$ cat config.mk
export PLATFORM = sky130hd
export DESIGN_NAME = mem_access_stage
export DESIGN_NICKNAME = d
export VERILOG_FILES = /design/src/rtl/mem_access_stage.sv
export SDC_FILE = /design/constraint.sdc
export NUM_CORES = 1
export LEC_CHECK = 0
export BUFFER_PORTS_ARGS = -buffer_cell sky130_fd_sc_hd__buf_2
export CAP_MARGIN = 20
export CORE_MARGIN = 10
export CORE_UTILIZATION = 57
export CTS_CLUSTER_DIAMETER = 100
export DETAILED_ROUTE_END_ITERATION = 16
export GPL_ROUTABILITY_DRIVEN = 0
export GPL_TIMING_DRIVEN = 0
export PLACE_DENSITY = 0.86
export SYNTH_ARGS = -nofsm -noshare
export SYNTH_HDL_FRONTEND = slang
export SYNTH_SLANG_ARGS = --single-unit
export TNS_END_PERCENT = 50
$ cat constraint.sdc
create_clock -name clk -period 4.1 [get_ports clk]
set_input_delay 0.41 -clock clk [delete_from_list [all_inputs] [get_ports clk]]
set_output_delay 0.41 -clock clk [all_outputs]
set_load 0.005 [all_outputs]
$ cat src/rtl/mem_access_stage.sv
// MEM pipeline stage: issues data-memory loads/stores over a req/ack handshake,
// lane-aligns load data and drives the registered MEM/WB bus.
module mem_access_stage #(
  parameter int MAX_WAIT = 15
) (
  input  logic        clk,
  input  logic        nrst,
  input  logic        ex_valid,
  input  logic        flush,
  input  logic [31:0] ALUData,
  input  logic [31:0] RtData,
  input  logic        MemRead,
  input  logic        MemWrite,
  input  logic        MemtoReg,
  input  logic [2:0]  Memfunc,
  input  logic        RegWrite,
  input  logic [4:0]  WriteReg,
  output logic        stall,
  output logic        dmem_req,
  output logic        dmem_we,
  output logic [31:0] dmem_addr,
  output logic [3:0]  dmem_be,
  output logic [31:0] dmem_wdata,
  input  logic        dmem_ack,
  input  logic [31:0] dmem_rdata,
  output logic        wb_valid,
  output logic        wb_MemtoReg,
  output logic [31:0] wb_ALUData,
  output logic [31:0] wb_RtData,
  output logic [31:0] wb_MemData,
  output logic [2:0]  wb_Memfunc,
  output logic        wb_RegWrite,
  output logic [4:0]  wb_WriteReg,
  output logic        mem_err
);

  localparam logic [2:0] F_BS = 3'd0, F_BU = 3'd1, F_HS = 3'd2, F_HU = 3'd3;
  localparam logic [7:0] WAIT_LAST = 8'(MAX_WAIT - 1);

  typedef enum logic {IDLE, REQ} state_t;

  state_t      state, state_nxt;
  logic [7:0]  wait_cnt;
  logic        kill_p1;
  logic        load_p1, memtoreg_p1, regwrite_p1;
  logic [31:0] alu_p1, rt_p1;
  logic [2:0]  func_p1;
  logic [4:0]  wreg_p1;
  logic        accept, memop, mis, timeout;

  function automatic logic misaligned(input logic [2:0] f, input logic [1:0] a);
    case (f)
      F_BS, F_BU: misaligned = 1'b0;
      F_HS, F_HU: misaligned = a[0];
      default:    misaligned = (a != 2'b00);
    endcase
  endfunction

  function automatic logic [3:0] store_be(input logic [2:0] f, input logic [1:0] a);
    case (f)
      F_BS, F_BU: store_be = 4'b0001 << a;
      F_HS, F_HU: store_be = a[1] ? 4'b1100 : 4'b0011;
      default:    store_be = 4'b1111;
    endcase
  endfunction

  function automatic logic [31:0] store_data(input logic [2:0] f, input logic [31:0] rt);
    case (f)
      F_BS, F_BU: store_data = {4{rt[7:0]}};
      F_HS, F_HU: store_data = {2{rt[15:0]}};
      default:    store_data = rt;
    endcase
  endfunction

  // Move the addressed lane down to bit 0 so WB extends from [7:0]/[15:0].
  function automatic logic [31:0] align_load(input logic [2:0] f, input logic [1:0] a,
                                             input logic [31:0] rd);
    case (f)
      F_BS, F_BU: align_load = (rd >> {a, 3'b000}) & 32'h0000_00FF;
      F_HS, F_HU: align_load = (rd >> {a[1], 4'b0000}) & 32'h0000_FFFF;
      default:    align_load = rd;
    endcase
  endfunction

  assign accept   = (state == IDLE) && ex_valid && !flush;
  assign memop    = MemRead || MemWrite;
  assign mis      = misaligned(Memfunc, ALUData[1:0]);
  assign timeout  = (state == REQ) && !dmem_ack && (wait_cnt == WAIT_LAST);
  assign dmem_req = (state == REQ);

  always_ff @(posedge clk or negedge nrst) begin
    if (!nrst) state <= IDLE;
    else       state <= state_nxt;
  end

  // A timed-out access retires like a completed one, so EX is released too.
  always_comb begin
    state_nxt = state;
    stall     = 1'b0;
    if (nrst) begin
      case (state)
        IDLE: if (accept && memop && !mis) begin
          state_nxt = REQ;
          stall     = 1'b1;
        end
        REQ: begin
          stall = !dmem_ack && !timeout;
          if (dmem_ack || timeout) state_nxt = IDLE;
        end
        default: state_nxt = IDLE;
      endcase
    end
  end

  always_ff @(posedge clk or negedge nrst) begin
    if (!nrst) begin
      wait_cnt    <= '0;
      kill_p1     <= 1'b0;
      load_p1     <= 1'b0;
      memtoreg_p1 <= 1'b0;
      regwrite_p1 <= 1'b0;
      alu_p1      <= '0;
      rt_p1       <= '0;
      func_p1     <= '0;
      wreg_p1     <= '0;
      dmem_we     <= 1'b0;
      dmem_addr   <= '0;
      dmem_be     <= '0;
      dmem_wdata  <= '0;
      wb_valid    <= 1'b0;
      wb_MemtoReg <= 1'b0;
      wb_ALUData  <= '0;
      wb_RtData   <= '0;
      wb_MemData  <= '0;
      wb_Memfunc  <= '0;
      wb_RegWrite <= 1'b0;
      wb_WriteReg <= '0;
      mem_err     <= 1'b0;
    end else begin
      wb_valid <= 1'b0;
      mem_err  <= 1'b0;
      if (state == IDLE) begin
        if (accept) begin
          if (!memop || mis) begin
            // p0 -> WB directly: ALU op, or misaligned access retired as an error
            wb_valid    <= 1'b1;
            wb_MemtoReg <= MemtoReg;
            wb_ALUData  <= ALUData;
            wb_RtData   <= RtData;
            wb_MemData  <= '0;
            wb_Memfunc  <= Memfunc;
            wb_RegWrite <= RegWrite && !memop;
            wb_WriteReg <= WriteReg;
            mem_err     <= memop;
          end else begin
            // p0 -> p1: request held stable for the whole REQ phase
            load_p1     <= MemRead;
            memtoreg_p1 <= MemtoReg;
            regwrite_p1 <= RegWrite;
            alu_p1      <= ALUData;
            rt_p1       <= RtData;
            func_p1     <= Memfunc;
            wreg_p1     <= WriteReg;
            wait_cnt    <= '0;
            kill_p1     <= 1'b0;
            dmem_we     <= MemWrite;
            dmem_addr   <= {ALUData[31:2], 2'b00};
            dmem_be     <= MemWrite ? store_be(Memfunc, ALUData[1:0]) : 4'b1111;
            dmem_wdata  <= store_data(Memfunc, RtData);
          end
        end
      end else if (dmem_ack || timeout) begin
        // p1 -> WB; a flush seen at any point in REQ discards the result
        mem_err <= timeout;
        if (!(kill_p1 || flush)) begin
          wb_valid    <= 1'b1;
          wb_MemtoReg <= memtoreg_p1;
          wb_ALUData  <= alu_p1;
          wb_RtData   <= rt_p1;
          wb_MemData  <= (load_p1 && dmem_ack) ? align_load(func_p1, alu_p1[1:0], dmem_rdata) : '0;
          wb_Memfunc  <= func_p1;
          wb_RegWrite <= regwrite_p1 && dmem_ack;
          wb_WriteReg <= wreg_p1;
        end
      end else begin
        wait_cnt <= wait_cnt + 8'd1;
        if (flush) kill_p1 <= 1'b1;
      end
    end
  end

endmodule

==> results.txt <==
* Status: finished, violations left
* Violated checks: hold timing
- Clock Sinks: about 220
* Largest net degree at the start of global routing: about 120
- From bottom edge to top edge, the die measures 156.8 um.
- In this run the clock root is driven by a sky130_fd_sc_hd__clkbuf_16.
- Of the total synthesized cell area, the portion taken by XOR and XNOR cells is 0.004104.
* Buffer count from post-CTS setup fixing: 0
- After detailed routing, the average wire length per cell comes to ~21 um.
- Sequential cell area: approximately 5600 sq um
- Critical path start-end classification: reg -> out
* Worst ir drop on vdd: roughly 430 uV
- Clock-pin slew was measured on the worst setup and hold paths at 0.06 ns.
- For this run the aggregate overflow at the end of global routing stands at 0.
* Most instantiated flip-flop cell in the synthesis netlist: sky130_fd_sc_hd__dfrtp_1
- The first global-routing pass estimated roughly 50,000 um of wire.
* Worst hold slack across all endpoints: -0.03456 ns
- Final setup violation count: 0
- Yosys printed 0 warnings.
- No sink is reached through more buffers than the 3 on the longest clock path.
* Worst-path maximum fanout: 10
- Number of distinct standard cells referenced by the synthesized netlist: 50
* Number of cell instances on the worst register-to-register path: 5
- Of the post-synthesis cell area, the part taken by muxes is 0.2102.
* Vias per std cell: 5.610
- The worst register-to-register path has a setup slack of about 1.6 ns.
* Startpoint types: flip-flop
- TritonCTS clock tree: yes
- Yosys mapped a number of flops with a built-in enable equal to 0.
* Row Count: 49
- Floorplan Core Area: between 15,000 and 20,000 sq um
* Hold violation count in the final report: 36
* Post-detailed-route count of antenna-violating nets: 0
* Fraction of synthesis flops using an asynchronous set or reset pin: 1.000
* Hold-fix buffers at CTS: 0
- Placed Instance Area: 12,430 sq um
- For this run, the total global-route usage over all layers was measured as 0.2554.
* Area of the mapped netlist: roughly 11,000 sq um
- Die outline area: between 20,000 and 25,000 sq um
- Inserted Clock Buffers: 24
- After synthesis, the largest family of logic cells by area is multiplexers.
- Most frequent cells in the layout: sky130_fd_sc_hd__buf_2, sky130_fd_sc_hd__nand2_1, sky130_fd_sc_hd__dfrtp_1
- Measured against its own limit, the worst slew margin works out to 0.4127.
* Post-synthesis compound-gate area fraction: 0.06133
- The tool flagged a number of max-cap violations equal to 0.
- For this run, the register share of the synthesized area comes to 0.5206.
* Final design area excluding fillers: around 13,000 sq um
- Power density of the placed cells: approximately 590 nW/um^2
- Setup Slack @ Placement: between 1.5 and 2 ns
- The initial utilization of the core area, before any placement, comes to 0.5860.
- Number of global-route vias before repair: 9,236
* Total via count after detailed routing: just under 9,000
- Leaving out fill and tap cells, the most frequent cell in the layout is sky130_fd_sc_hd__buf_2.
- DRC violations left: 0
- Final Cycle Share: 0.6544
- A synthesized cell averages 10.60 sq um.
- Measured on the finished design, the core utilization comes to 0.7301.
- The path class of the tightest hold or removal check is in -> async.
- Number of antenna violations at the first check in global routing: 3
- After legalization and detailed placement, the total HPWL measured ~24,000 um.
- Routed wire length: about 32,000 um
* Overall power of the completed layout: just under 8 mW
- At the pin with the least slew margin, the transition time is between 0.8 and 0.9 ns.
- Post-cts gate resize count: 0
- Number of register bits inferred by synthesis: 222
- Buffers placed on the I/O ports in this run total around 290.
- Clock latency reported for the late side of the worst-skew pair: just over 0.5 ns
- Setup slack on the critical path of the routed design comes to around 1.4 ns.
- Of the total synthesized cell area, the portion taken by AND, OR, NAND and NOR gates is 0.1347.
* Fraction of layout instances using a drive strength above 1: 0.4190
- Leakage: a little under 7 nW
- Crit path time final: roughly 2.7 ns
* Total area of multi-input combinational cells: about 4400 sq um
* Mapped Cells: roughly 1,000
- WP data required: between 3 and 4 ns
- Setup repair after global routing left no endpoint under its margin.
* Router iterations before antenna repair: 5
- Max-slew violations: 0
- Fill cell total of the finished layout: ~1,300
- H-tree depth: 1
- Layout-stage area growth over the synthesis result: 24.59%
- Clock skew on the completed layout was measured at ~0.008 ns.
- Top-level port count: approximately 290
* Maximum achievable frequency: about 370 MHz
- Violation count after the first detailed-route iteration: 530
- Share of synthesized cell area in full adder, half adder and majority cells: 0.002345
- Data on the critical path arrives at its endpoint at around 2.3 ns.
- Capturing element type of the critical path: output pin
* Die width: around 160 um
- Final nets: 1,437
==> worst max-delay path, cell delays in order, from the launching register on <==
cell	delay, ns
sky130_fd_sc_hd__dfrtp_1	0.39
sky130_fd_sc_hd__nor3b_2	0.40
sky130_fd_sc_hd__o221a_2	0.26
sky130_fd_sc_hd__buf_2	0.26
sky130_fd_sc_hd__nor2_1	0.14
sky130_fd_sc_hd__nor2b_1	0.15
sky130_fd_sc_hd__buf_2	0.16
==> cell families (layout without fill, tap and decap cells) <==
kind of cell,count (synthesis),count (layout)
other cells,1,4
buf+inv,124,455
xor+xnor,5,5
fa+ha+maj,2,2
simple gates,340,340
flops,222,222
compound gates,109,109
mux,204,204
==> per-stage QoR <==
| step | std cells | setup TNS (ns) |
|---|---|---|
| after global routing | 1569 | 0 |
| after CTS | 1568 | 0 |
| after floorplan | 1008 | 0 |
| final | 1570 | 0 |
| after global placement | 1524 | -276.33 |
| after detailed placement | 1525 | 0 |
==> flip-flops by register name, summed over array words and instances, names as in the netlist <==
| name | flops |
|---|---|
| kill_p1 | 1 |
| wreg_p1 | 5 |
| dmem_req | 1 |
| mem_err | 1 |
| dmem_we | 1 |
| wb_ALUData | 32 |
| wb_RtData | 32 |
| load_p1 | 1 |
| memtoreg_p1 | 1 |
| wb_WriteReg | 5 |
| rt_p1 | 24 |
| wait_cnt | 8 |
| func_p1 | 3 |
| dmem_be | 4 |
| wb_RegWrite | 1 |
| wb_Memfunc | 3 |
| wb_MemtoReg | 1 |
| wb_MemData | 32 |
| wb_valid | 1 |
| regwrite_p1 | 1 |
| dmem_wdata | 32 |
| alu_p1 | 32 |
==> Yosys cell counts (all sizes together) (3+ instances only) <==
master | number | area share
nor2 | 22 | 0.0080
and3b | 8 | 0.0066
nand2 | 275 | 0.097
nand3 | 6 | 0.0033
o22ai | 7 | 0.0041
nand2b | 5 | 0.0029
mux2i | 43 | 0.040
a21oi | 33 | 0.016
a211oi | 3 | 0.0021
nor2b | 11 | 0.0064
buf | 75 | 0.049
nor3b | 3 | 0.0030
dfrtp | 222 | 0.52
o21ai | 49 | 0.023
mux2 | 161 | 0.17
xnor2 | 3 | 0.0025
clkbuf | 23 | 0.0082
a221oi | 6 | 0.0049
inv | 26 | 0.0091
==> layout make-up <==
type,instances,share of cell area
Antenna cell,2,0.0003765
Clock buffer,35,0.05515
Clock inverter,8,0.009129
Tap cell,229,0.02155
Multi-Input combinational cell,662,0.3319
Inverter,26,0.007341
Sequential cell,222,0.4179
Buffer,98,0.04584
Timing Repair Buffer,288,0.1109
==> final timing paths <==
kind / from / endpoint
max: dmem_req / stall
max in group asynchronous: nrst / dmem_wdata[6]
min reg2reg: dmem_wdata[29] / dmem_wdata[29]
min in group clk: ALUData[13] / alu_p1[13]
min: nrst / wb_ALUData[21]
max reg2reg: dmem_req / wb_WriteReg[0]
==> report_power, final <==
part	switching [mW]	internal (mW)
Clock	0.882	1.43
Sequential	0.416	2.86
Combinational	1.10	1.19
Total	2.39	5.48
==> layer usage <==
layer | global-route usage | up-vias | routed length (um)
li1 | - | 3965 | -
met4 | 0.09348 | 2 | 1131
met3 | 0.07182 | 82 | 3003
met2 | 0.4264 | 408 | 15570
met5 | 0 | - | 13
met1 | 0.3093 | 4350 | 12720
No activity file was read; power rests on OpenSTA's default activity.
